File: src/rtl/sprite_compositor.sv
// Three-stage sprite renderer: window test and ROM addressing, ROM read alignment,
// then priority merge with colour-key transparency and frog collision tracking.
module sprite_compositor #(
  parameter int unsigned TILE_SIZE      = 32,
  parameter int unsigned H_VISIBLE_AREA = 640,
  parameter int unsigned V_VISIBLE_AREA = 480,
  parameter int unsigned NUM_SPRITES    = 5,
  parameter logic [8:0]  TRANSPARENT    = 9'h1C7,
  parameter logic [8:0]  BG_COLOR       = 9'h000,
  parameter int unsigned ADDR_W         = $clog2(TILE_SIZE * TILE_SIZE)
) (
  input  logic                          i_Clk,
  input  logic                          i_Rst_n,
  input  logic [9:0]                    i_H_Counter,
  input  logic [9:0]                    i_V_Counter,
  input  logic [10*NUM_SPRITES-1:0]     i_Sprite_X,
  input  logic [10*NUM_SPRITES-1:0]     i_Sprite_Y,
  input  logic [NUM_SPRITES-1:0]        i_Sprite_En,
  input  logic [NUM_SPRITES-1:0]        i_Flip,
  output logic [ADDR_W*NUM_SPRITES-1:0] o_Rom_Addr,
  input  logic [9*NUM_SPRITES-1:0]      i_Rom_Data,
  output logic [2:0]                    o_Red,
  output logic [2:0]                    o_Grn,
  output logic [2:0]                    o_Blu,
  output logic                          o_Active,
  output logic [NUM_SPRITES-2:0]        o_Collision,
  output logic                          o_Frame_Done
);

  localparam int unsigned TW = $clog2(TILE_SIZE);
  localparam int unsigned CW = 9;

  logic                   vis_c;
  logic                   last_c;
  logic [NUM_SPRITES-1:0] hit_c;
  logic [NUM_SPRITES-1:0] opaque_c;
  logic [NUM_SPRITES-2:0] set_c;
  logic [CW-1:0]          color_c;
  logic                   frame_end_c;

  logic                   vis1, vis2;
  logic                   last1, last2, last3;
  logic [NUM_SPRITES-1:0] hit1, hit2;

  assign vis_c  = (i_H_Counter < 10'(H_VISIBLE_AREA)) && (i_V_Counter < 10'(V_VISIBLE_AREA));
  assign last_c = (i_H_Counter == 10'(H_VISIBLE_AREA - 1)) && (i_V_Counter == 10'(V_VISIBLE_AREA - 1));

  // Per-sprite window test (11-bit bounds so X+TILE_SIZE never wraps) and address register
  for (genvar k = 0; k < NUM_SPRITES; k++) begin : g_spr
    logic [10:0]     x_lo, y_lo, h_ext, v_ext;
    logic            in_x, in_y;
    logic [TW-1:0]   dx, dy, col;
    logic [ADDR_W-1:0] addr_q;

    assign x_lo  = {1'b0, i_Sprite_X[10*k +: 10]};
    assign y_lo  = {1'b0, i_Sprite_Y[10*k +: 10]};
    assign h_ext = {1'b0, i_H_Counter};
    assign v_ext = {1'b0, i_V_Counter};
    assign in_x  = (h_ext >= x_lo) && (h_ext < x_lo + 11'(TILE_SIZE));
    assign in_y  = (v_ext >= y_lo) && (v_ext < y_lo + 11'(TILE_SIZE));
    assign dx    = i_H_Counter[TW-1:0] - i_Sprite_X[10*k +: TW];
    assign dy    = i_V_Counter[TW-1:0] - i_Sprite_Y[10*k +: TW];
    assign col   = i_Flip[k] ? ~dx : dx;

    assign hit_c[k]    = i_Sprite_En[k] & vis_c & in_x & in_y;
    assign opaque_c[k] = hit2[k] & (i_Rom_Data[9*k +: 9] != TRANSPARENT);

    // Address holds while the sprite is not hit to avoid needless ROM toggling
    always_ff @(posedge i_Clk or negedge i_Rst_n) begin
      if (!i_Rst_n) begin
        addr_q <= '0;
      end else if (hit_c[k]) begin
        addr_q <= ADDR_W'({dy, col});
      end
    end

    assign o_Rom_Addr[ADDR_W*k +: ADDR_W] = addr_q;
  end

  // Lowest index opaque sprite wins; loop runs high to low so it is assigned last
  always_comb begin
    color_c = BG_COLOR;
    for (int k = int'(NUM_SPRITES) - 1; k >= 0; k--) begin
      if (opaque_c[k]) begin
        color_c = i_Rom_Data[9*k +: 9];
      end
    end
  end

  assign set_c       = {(NUM_SPRITES-1){opaque_c[0]}} & opaque_c[NUM_SPRITES-1:1];
  assign frame_end_c = last2 & ~last3;

  always_ff @(posedge i_Clk or negedge i_Rst_n) begin
    if (!i_Rst_n) begin
      vis1         <= 1'b0;
      vis2         <= 1'b0;
      last1        <= 1'b0;
      last2        <= 1'b0;
      last3        <= 1'b0;
      hit1         <= '0;
      hit2         <= '0;
      o_Red        <= '0;
      o_Grn        <= '0;
      o_Blu        <= '0;
      o_Active     <= 1'b0;
      o_Collision  <= '0;
      o_Frame_Done <= 1'b0;
    end else begin
      vis1         <= vis_c;
      last1        <= last_c;
      hit1         <= hit_c;
      vis2         <= vis1;
      last2        <= last1;
      hit2         <= hit1;
      last3        <= last2;
      o_Active     <= vis2;
      {o_Red, o_Grn, o_Blu} <= vis2 ? color_c : '0;
      o_Frame_Done <= frame_end_c;
      // Clear after the pulse, but keep any hit landing in that same cycle
      o_Collision  <= (o_Frame_Done ? '0 : o_Collision) | set_c;
    end
  end

endmodule
File: config.mk
export PLATFORM = sky130hd
export DESIGN_NAME = sprite_compositor
export DESIGN_NICKNAME = d
export VERILOG_FILES = /design/src/rtl/sprite_compositor.sv
export SDC_FILE = /design/constraint.sdc
export NUM_CORES = 1
export LEC_CHECK = 0
export ABC_AREA = 1
export ABC_CLOCK_PERIOD_IN_PS = 1300
export CAP_MARGIN = 20
export CORE_MARGIN = 5
export CORE_UTILIZATION = 30
export DETAILED_ROUTE_END_ITERATION = 6
export GPL_TIMING_DRIVEN = 0
export SETUP_SLACK_MARGIN = 0.3
export SLEW_MARGIN = 15
export SYNTH_ARGS = -nofsm -noshare
export SYNTH_HDL_FRONTEND = slang
export SYNTH_SLANG_ARGS = --single-unit
File: constraint.sdc
create_clock -name i_Clk -period 1.3 [get_ports i_Clk]
set_input_delay 0.26 -clock i_Clk [delete_from_list [all_inputs] [get_ports i_Clk]]
set_output_delay 0.26 -clock i_Clk [all_outputs]
set_load 0.1 [all_outputs]
==> results of run 1 <==
[where the power goes]
part           switching (W)  internal (W)
clock network        0.00113       0.00150
logic                0.00726       0.00495
registers           0.000713       0.00315
total                0.00910       0.00960
[cells by family after synthesis]
kind of cell    after synthesis
flops                        80
xor+xnor                     83
fa+ha+maj                   170
simple gates                615
compound gates              152
buf+inv                     244
[metrics by stage]
step / power, W / setup slack [ns] / cell area (um2)
2_1_floorplan: 0.0100 / -0.455 / 10000
3_3_place_gp: 0.0128 / -3.48 / 12900
3_5_place_dp: 0.0129 / -2.07 / 12900
4_1_cts: 0.0179 / -0.462 / 15700
5_1_grt: 0.0196 / -0.586 / 16500
6_report: 0.0187 / -0.483 / 16500
[area by class of cell]
type	count	area share, %
repair buffers	392	25.2
multi-input cells	1020	50.1
repair inverters	2	0.136
diodes	2	0.0303
clock inverters	6	0.409
inverters	219	5.40
flip-flops and latches	80	12.6
well taps	396	3.00
clock buffers	10	1.39
plain buffers	25	1.64
[state kept, by name (all words and copies together) (netlist names), 3 cells and up]
register      cells
g_spr.addr_q     50
o_Blu             3
hit2              5
o_Grn             3
o_Red             3
o_Collision       4
hit1              5
[path summary, 6_finish.rpt]
check	start	endpoint	slack, ns	cells past startpoint
worst max register to register	hit2[3]$_DFF_PN0_	o_Red[2]$_DFF_PN0_	0.15	7
worst min register to register	hit1[4]$_DFF_PN0_	hit2[4]$_DFF_PN0_	0.35	0
min in group i_Clk	i_Rom_Data[8]	o_Red[2]$_DFF_PN0_	0.20	3
worst min-delay path	i_Rst_n	g_spr[2].addr_q[5]$_DFFE_PN0P_	-0.12	1
worst max-delay path	i_V_Counter[0]	g_spr[3].addr_q[5]$_DFFE_PN0P_	-0.48	14
max in group asynchronous	i_Rst_n	g_spr[1].addr_q[2]$_DFFE_PN0P_	0.78	2
[placed cells by master, fill, tap and decap left out, types with 8 or more instances in the layout]
cell type,n
a21o_1,16
nor2_2,18
nand2_4,24
nor2_4,24
clkdlybuf4s50_1,9
nand4_1,18
ha_4,59
o21ai_1,25
clkdlybuf4s15_1,8
dlygate4sd2_1,55
a21oi_2,20
buf_8,20
nand2_2,74
nand3_1,79
fa_2,10
nor2_1,81
xnor2_1,39
inv_2,55
dfrtp_2,65
buf_2,38
ha_1,99
clkbuf_2,9
o21ai_2,17
clkbuf_16,10
inv_1,149
buf_12,72
dfrtp_1,15
nand2_1,231
buf_4,137
nand3b_1,9
buf_6,45
xor2_1,44
a21oi_1,42
o21ai_0,12
nand3_2,33
[Yosys cell counts (all sizes together)]
master  count  area share, %
nor3b       2           0.16
a21o       16            1.3
nor3        5           0.27
dfrtp      80             21
nor2      123            5.4
xnor2      39            3.6
nand2     333             13
o21ai      58            3.1
xor2       44            4.1
clkbuf     10           0.44
ha        160             21
clkinv      1          0.040
a21oi      62            3.3
and3        1          0.066
nand3b      9           0.72
o21a        6           0.48
o22ai       4           0.27
o21bai      2           0.16
a31oi       4           0.27
nand3     116            6.4
or2         1          0.066
fa         10            2.1
inv       218            8.7
nor4        7           0.47
nand4      18            1.2
buf        15            1.5
[repair_timing]
action,CTS,global route
resized for setup,1402,167
pin swaps,173,110
setup buffers,101,42
setup endpoints to repair,135,135
hold endpoints to repair,32,32
gates cloned,12,2
[worst reg2reg max path: stages, from the launching register on]
cell	delay, ns
dfrtp_1	0.39
buf_8	0.15
nand2_8	0.12
clkinv_8	0.09
nand2_4	0.07
nand3_4	0.06
a21oi_2	0.12
nor2_1	0.04
[per-layer routing]
metal  wire, um  vias up  GRT usage [%]
met5          7        -              0
met4       1010        2           6.63
met3       2270       68           3.86
met2      18500      326           35.6
met1      15700     4954           25.5
li1           -     5146              -
==> results.toml, run 1 <==
[pwr]
ir_drop_mv = 0.788
p_leak_nw = 8.10
powerDensity_nw_per_um2 = 1130

[floorplan]
rows = 64
die_h_um = 187
start_util_pct = 30.6
pin_count = 242
core_area_um2 = 30700
die_area_um2 = 35000
die_w_um = 187

[layout]
finish.utilization_pct = 53.7
seqCellArea_um2 = 2080
drive_gt1_share_pct = 45.6
nets = 2096
nFillCells = 2856
fin_cells = 2152
syn2layout_area_growth_pct = 75.4
multi_input_area_um2 = 8280

[synthesis]
ys_seq_elements = 80
synth-compound-area-share_pct = 8.83
synthSimpleGateAreaFrac_pct = 28.2
yosys.area_share.xor_xnor_pct = 7.72
ys_types = 35
yosys_warnings = 0
synth_fp_nets = 1691
postSynthCellCount = 1344
synth_area_um2 = 9410
synthAdderAreaFrac_pct = 23.4
synth_top_family_by_area = "simple AND/OR/NAND/NOR gates"
ys_seq_area_share_pct = 21.3
avgSynthCellArea_um2 = 7.00
synth_mux_area_share_pct = 0

[detailed_routing]
drt_iter0_markers = 428
wl_um = 37500
dr.pass1.iters = 5
postRouteAntennaNets = 0
wire_per_inst_um = 17.4
vias = 10496
drc = 0
vias_per_cell = 4.88

[cts]
clkTransAtPathRegs_ns = 0.06
numCtsBuffers = 9
cts_tree = "built"
cts_root_buffer = "clkbuf_16"
htree_levels = 3
clkSinkCount = 80
insertion_delay_ns = 0.35
clock_path_buffers = 2

[placed_design]
port_buffers = 236
post-dp-hpwl_um = 26900
place_inst = 1977
gp_congestion = 0.934

[timing]
clock_skew_ns = 0.0101
drv_slew = 0
fin_hold_ws_ns = -0.122
slew-limit-headroom_pct = 66.5
worstMarginPinSlew_ns = 0.502
rsz0062_at_grt = "yes"
setup_slack_ns = -0.483
setup_violations = 55
finalHoldViolCount = 32
finalCritPeriodShare_pct = 137
tns_ns = -23.86
min_period_ns = 1.78
timing.fmax_ghz = 0.561

[worst_setup_path]
path_class = "input port to register"
crit_fanout = 5
slowest_delay_ns = 0.34
path_buf_inv = 6
path_delay_family = "buffers and inverters"
crit_chain = "buf_6 -> clkinvlp_4 -> buf_12 -> buf_8 -> ha_4 -> fa_2 -> inv_2 -> nand4_1 -> nand4_1 -> nand3_4 -> nor2_4 -> buf_6 -> nand2_2 -> nand2_1"
crit_path_start_kind = "input port"
cp-end-kind = "register"
worstPathRequired_ns = 1.58
crit_arrival_ns = 2.06
slowest_stage = "fa_2"

[global_route]
groute.usage.overall_pct = 20.4
grt_overflow = 0
grt_pass1_vias = 10745
grt_start_max_net_pins = 49
antenna_found_initial = 2
grt_pass1_wl_um = 57500

[hold_path]
hold_class = "input port to async pin"

[run]
maxCapViolCount = 0

[outcome]
violations = "negative hold slack, negative setup slack"
outcome = "complete, but fails checks"
(Power assumes the default switching activity.)
==> inputs of run 2 (changes only) <==
==> constraint.sdc (replaced) <==
create_clock -name i_Clk -period 1.3 [get_ports i_Clk]
set_input_delay 0.26 -clock i_Clk [delete_from_list [all_inputs] [get_ports i_Clk]]
set_output_delay 0.26 -clock i_Clk [all_outputs]
set_load 0.005 [all_outputs]
==> run 2 against run 1 <==
Compared with the run above: the run still ends with negative hold slack, negative setup slack left; combinational power shrank 45%; largest power group unchanged; hold slack gained 0.0045 ns; critical path depth shrank 1.
==> results.toml, run 2 (synthesis gave the netlist of run 1 again) <==
[outcome]
outcome = "complete, but fails checks"
violations = "negative hold slack, negative setup slack"

[run]
maxCapViolCount = 0

[placed_design]
place_inst = 1977
gp_congestion = 0.914
port_buffers = 236
post-dp-hpwl_um = 26100

[detailed_routing]
dr.pass1.iters = 4
drt_iter0_markers = 415
drc = 0
vias = 10341
wl_um = 35200
wire_per_inst_um = 16.4
vias_per_cell = 4.81
postRouteAntennaNets = 0

[layout]
nFillCells = 2967
largest_reg_flops = 50
reg_top3 = "g_spr.addr_q (50), hit1 (5), hit2 (5)"
multi_input_area_um2 = 8380
nets = 2092
fin_cells = 2148
layout_commonest_cell = "nand2_1"
drive_gt1_share_pct = 41.9
seqCellArea_um2 = 2000
finish.utilization_pct = 50.9
syn2layout_area_growth_pct = 66.1
largest_register = "g_spr.addr_q"
mostFrequentLayoutCells = "nand2_1, inv_1, buf_4"

[pwr]
p_sw_w = 0.00477
power_frac_seq_pct = 26.2
total_power_w = 0.0130
clockPowerShare_pct = 22.2
ir_drop_mv = 0.728
combPwrFrac_pct = 51.6
powerDensity_nw_per_um2 = 831
power.share.switching_pct = 36.7
p_int_w = 0.00822
p_leak_nw = 7.98

[global_route]
groute.usage.overall_pct = 19.3
grtUsageMet2_pct = 34.7
grt_start_max_net_pins = 46
grt_pass1_wl_um = 55100
grt-busiest-layer = "met2"
grt_overflow = 0
grt_pass1_vias = 10989
use_met1_pct = 22.4
use_met3_pct = 5.08
antenna_found_initial = 4

[floorplan]
die_w_um = 187
die_area_um2 = 35000
pin_count = 242
core_area_um2 = 30700
die_h_um = 187
start_util_pct = 30.6
rows = 64

[timing]
setup_slack_ns = -0.435
worstMarginPinSlew_ns = 0.525
clock_skew_ns = 0.00832
rsz0062_at_grt = "yes"
timing.fmax_ghz = 0.576
min_period_ns = 1.74
tns_ns = -21.30
finalHoldViolCount = 35
fin_hold_ws_ns = -0.118
drv_slew = 0
setup_violations = 55
finalCritPeriodShare_pct = 133
slew-limit-headroom_pct = 65.0

[worst_setup_path]
path_delay_family = "simple AND/OR/NAND/NOR gates"
cp-end-kind = "register"
path_buf_inv = 4
worstPathRequired_ns = 1.53
worst_r2r_endpoint = "o_Grn[2]$_DFF_PN0_"
reg2reg_depth = 7
reg2reg_slack_ns = 0.13
r2r-start = "hit2[3]$_DFF_PN0_"
crit_fanout = 6
crit_chain = "buf_6 -> clkinvlp_4 -> buf_12 -> ha_4 -> fa_2 -> nand3b_1 -> nand3_1 -> nor2_2 -> nor2_4 -> nand2_2 -> buf_6 -> nand2_2 -> nand2_1"
crit_arrival_ns = 1.97
slowest_delay_ns = 0.39
crit_path_start_kind = "input port"
critPathLaunch = "i_V_Counter[0]"
slowest_stage = "fa_2"
path_class = "input port to register"

[cts]
clkSinkCount = 80
insertion_delay_ns = 0.35
numCtsBuffers = 9
clkTransAtPathRegs_ns = 0.07
cts_tree = "built"
htree_levels = 3
clock_path_buffers = 2
cts_root_buffer = "clkbuf_16"

[hold_path]
hold_class = "input port to async pin"
## run 2: cell count changes in the layout (fill, tap and decap cells not counted), moves of 9 or more
cell / before / now
buf_6: 45 / 88
nand2_2: 74 / 62
dfrtp_2: 65 / 1
buf_2: 38 / 73
buf_12: 72 / 3
dfrtp_1: 15 / 79
buf_4: 137 / 128
nand2_1: 231 / 241
inv_2: 55 / 65
dlygate4sd2_1: 55 / 65
## run 2: cell type report
cell class / instances / share of cell area, %
Clock inverter: 6 / 0.624
Timing Repair inverter: 2 / 0.0800
Buffer: 25 / 1.70
Clock buffer: 10 / 1.53
Antenna cell: 2 / 0.0320
Inverter: 219 / 5.64
Timing Repair Buffer: 388 / 20.9
Tap cell: 396 / 3.17
Sequential cell: 80 / 12.8
Multi-Input combinational cell: 1020 / 53.6
## run 2: timing repair
action | CTS | global route
setup endpoints to repair | 135 | 135
cloned | 15 | 1
endpoints found under the hold margin | 35 | 35
setup buffers | 113 | 24
gates resized for setup | 1104 | 193
pin swaps | 215 | 107
## run 2: metrics by stage
stage	cell area, um2	setup slack (ns)	hold slack, ns
finish	15600	-0.435	-0.118
global route	15600	-0.541	-0.0945
global placement	12800	-3.09	0.334
detailed placement	12800	-1.97	0.267
floorplan	9910	-0.439	-0.0356
CTS	14900	-0.417	-0.120
## run 2: worst register-to-register path, stage by stage (launching register included)
cell     delay [ns]
dfrtp_1        0.36
buf_8          0.15
nand2_8        0.08
buf_6          0.14
nand3_4        0.06
nand3_4        0.08
a21oi_2        0.15
nor2_1         0.06
## run 2: how the worst max path moves through the flow
| stage | endpoint | slack [ns] | cells after the start |
|---|---|---|---|
| after floorplan | g_spr[2].addr_q[8]$_DFFE_PN0P_ | -0.44 | 14 |
| after global placement | g_spr[0].addr_q[4]$_DFFE_PN0P_ | -3.09 | 1 |
| after detailed placement | g_spr[4].addr_q[7]$_DFFE_PN0P_ | -1.97 | 9 |
| after CTS | g_spr[1].addr_q[8]$_DFFE_PN0P_ | -0.42 | 13 |
| after global routing | g_spr[4].addr_q[9]$_DFFE_PN0P_ | -0.54 | 15 |
| final | g_spr[4].addr_q[8]$_DFFE_PN0P_ | -0.44 | 13 |
## run 2: routing by layer
metal | part of all wire (%) | vias up
met5 | 0.096 | -
met4 | 2.4 | 6
met3 | 6.6 | 59
met2 | 50 | 279
met1 | 40 | 4842
li1 | - | 5155
## run 2: power groups by stage
| stage | sequential [W] | clock, W | combinational, W |
|---|---|---|---|
| finish | 0.00340 | 0.00288 | 0.00671 |
| global route | 0.00346 | 0.00305 | 0.00738 |
| CTS | 0.00339 | 0.00297 | 0.00611 |
| detailed placement | 0.00341 | 0 | 0.00536 |
| global placement | 0.00339 | 0 | 0.00529 |
| floorplan | 0.00341 | 0 | 0.00253 |
==> inputs of run 3 (changes only) <==
--- a/config.mk
+++ b/config.mk
@@ -7,7 +7,6 @@
 export LEC_CHECK = 0
 export ABC_AREA = 1
 export ABC_CLOCK_PERIOD_IN_PS = 1300
-export CAP_MARGIN = 20
 export CORE_MARGIN = 5
 export CORE_UTILIZATION = 30
 export DETAILED_ROUTE_END_ITERATION = 6
==> results of run 3 <==
Final layout, timing and power as in run 2 (identical DEF).
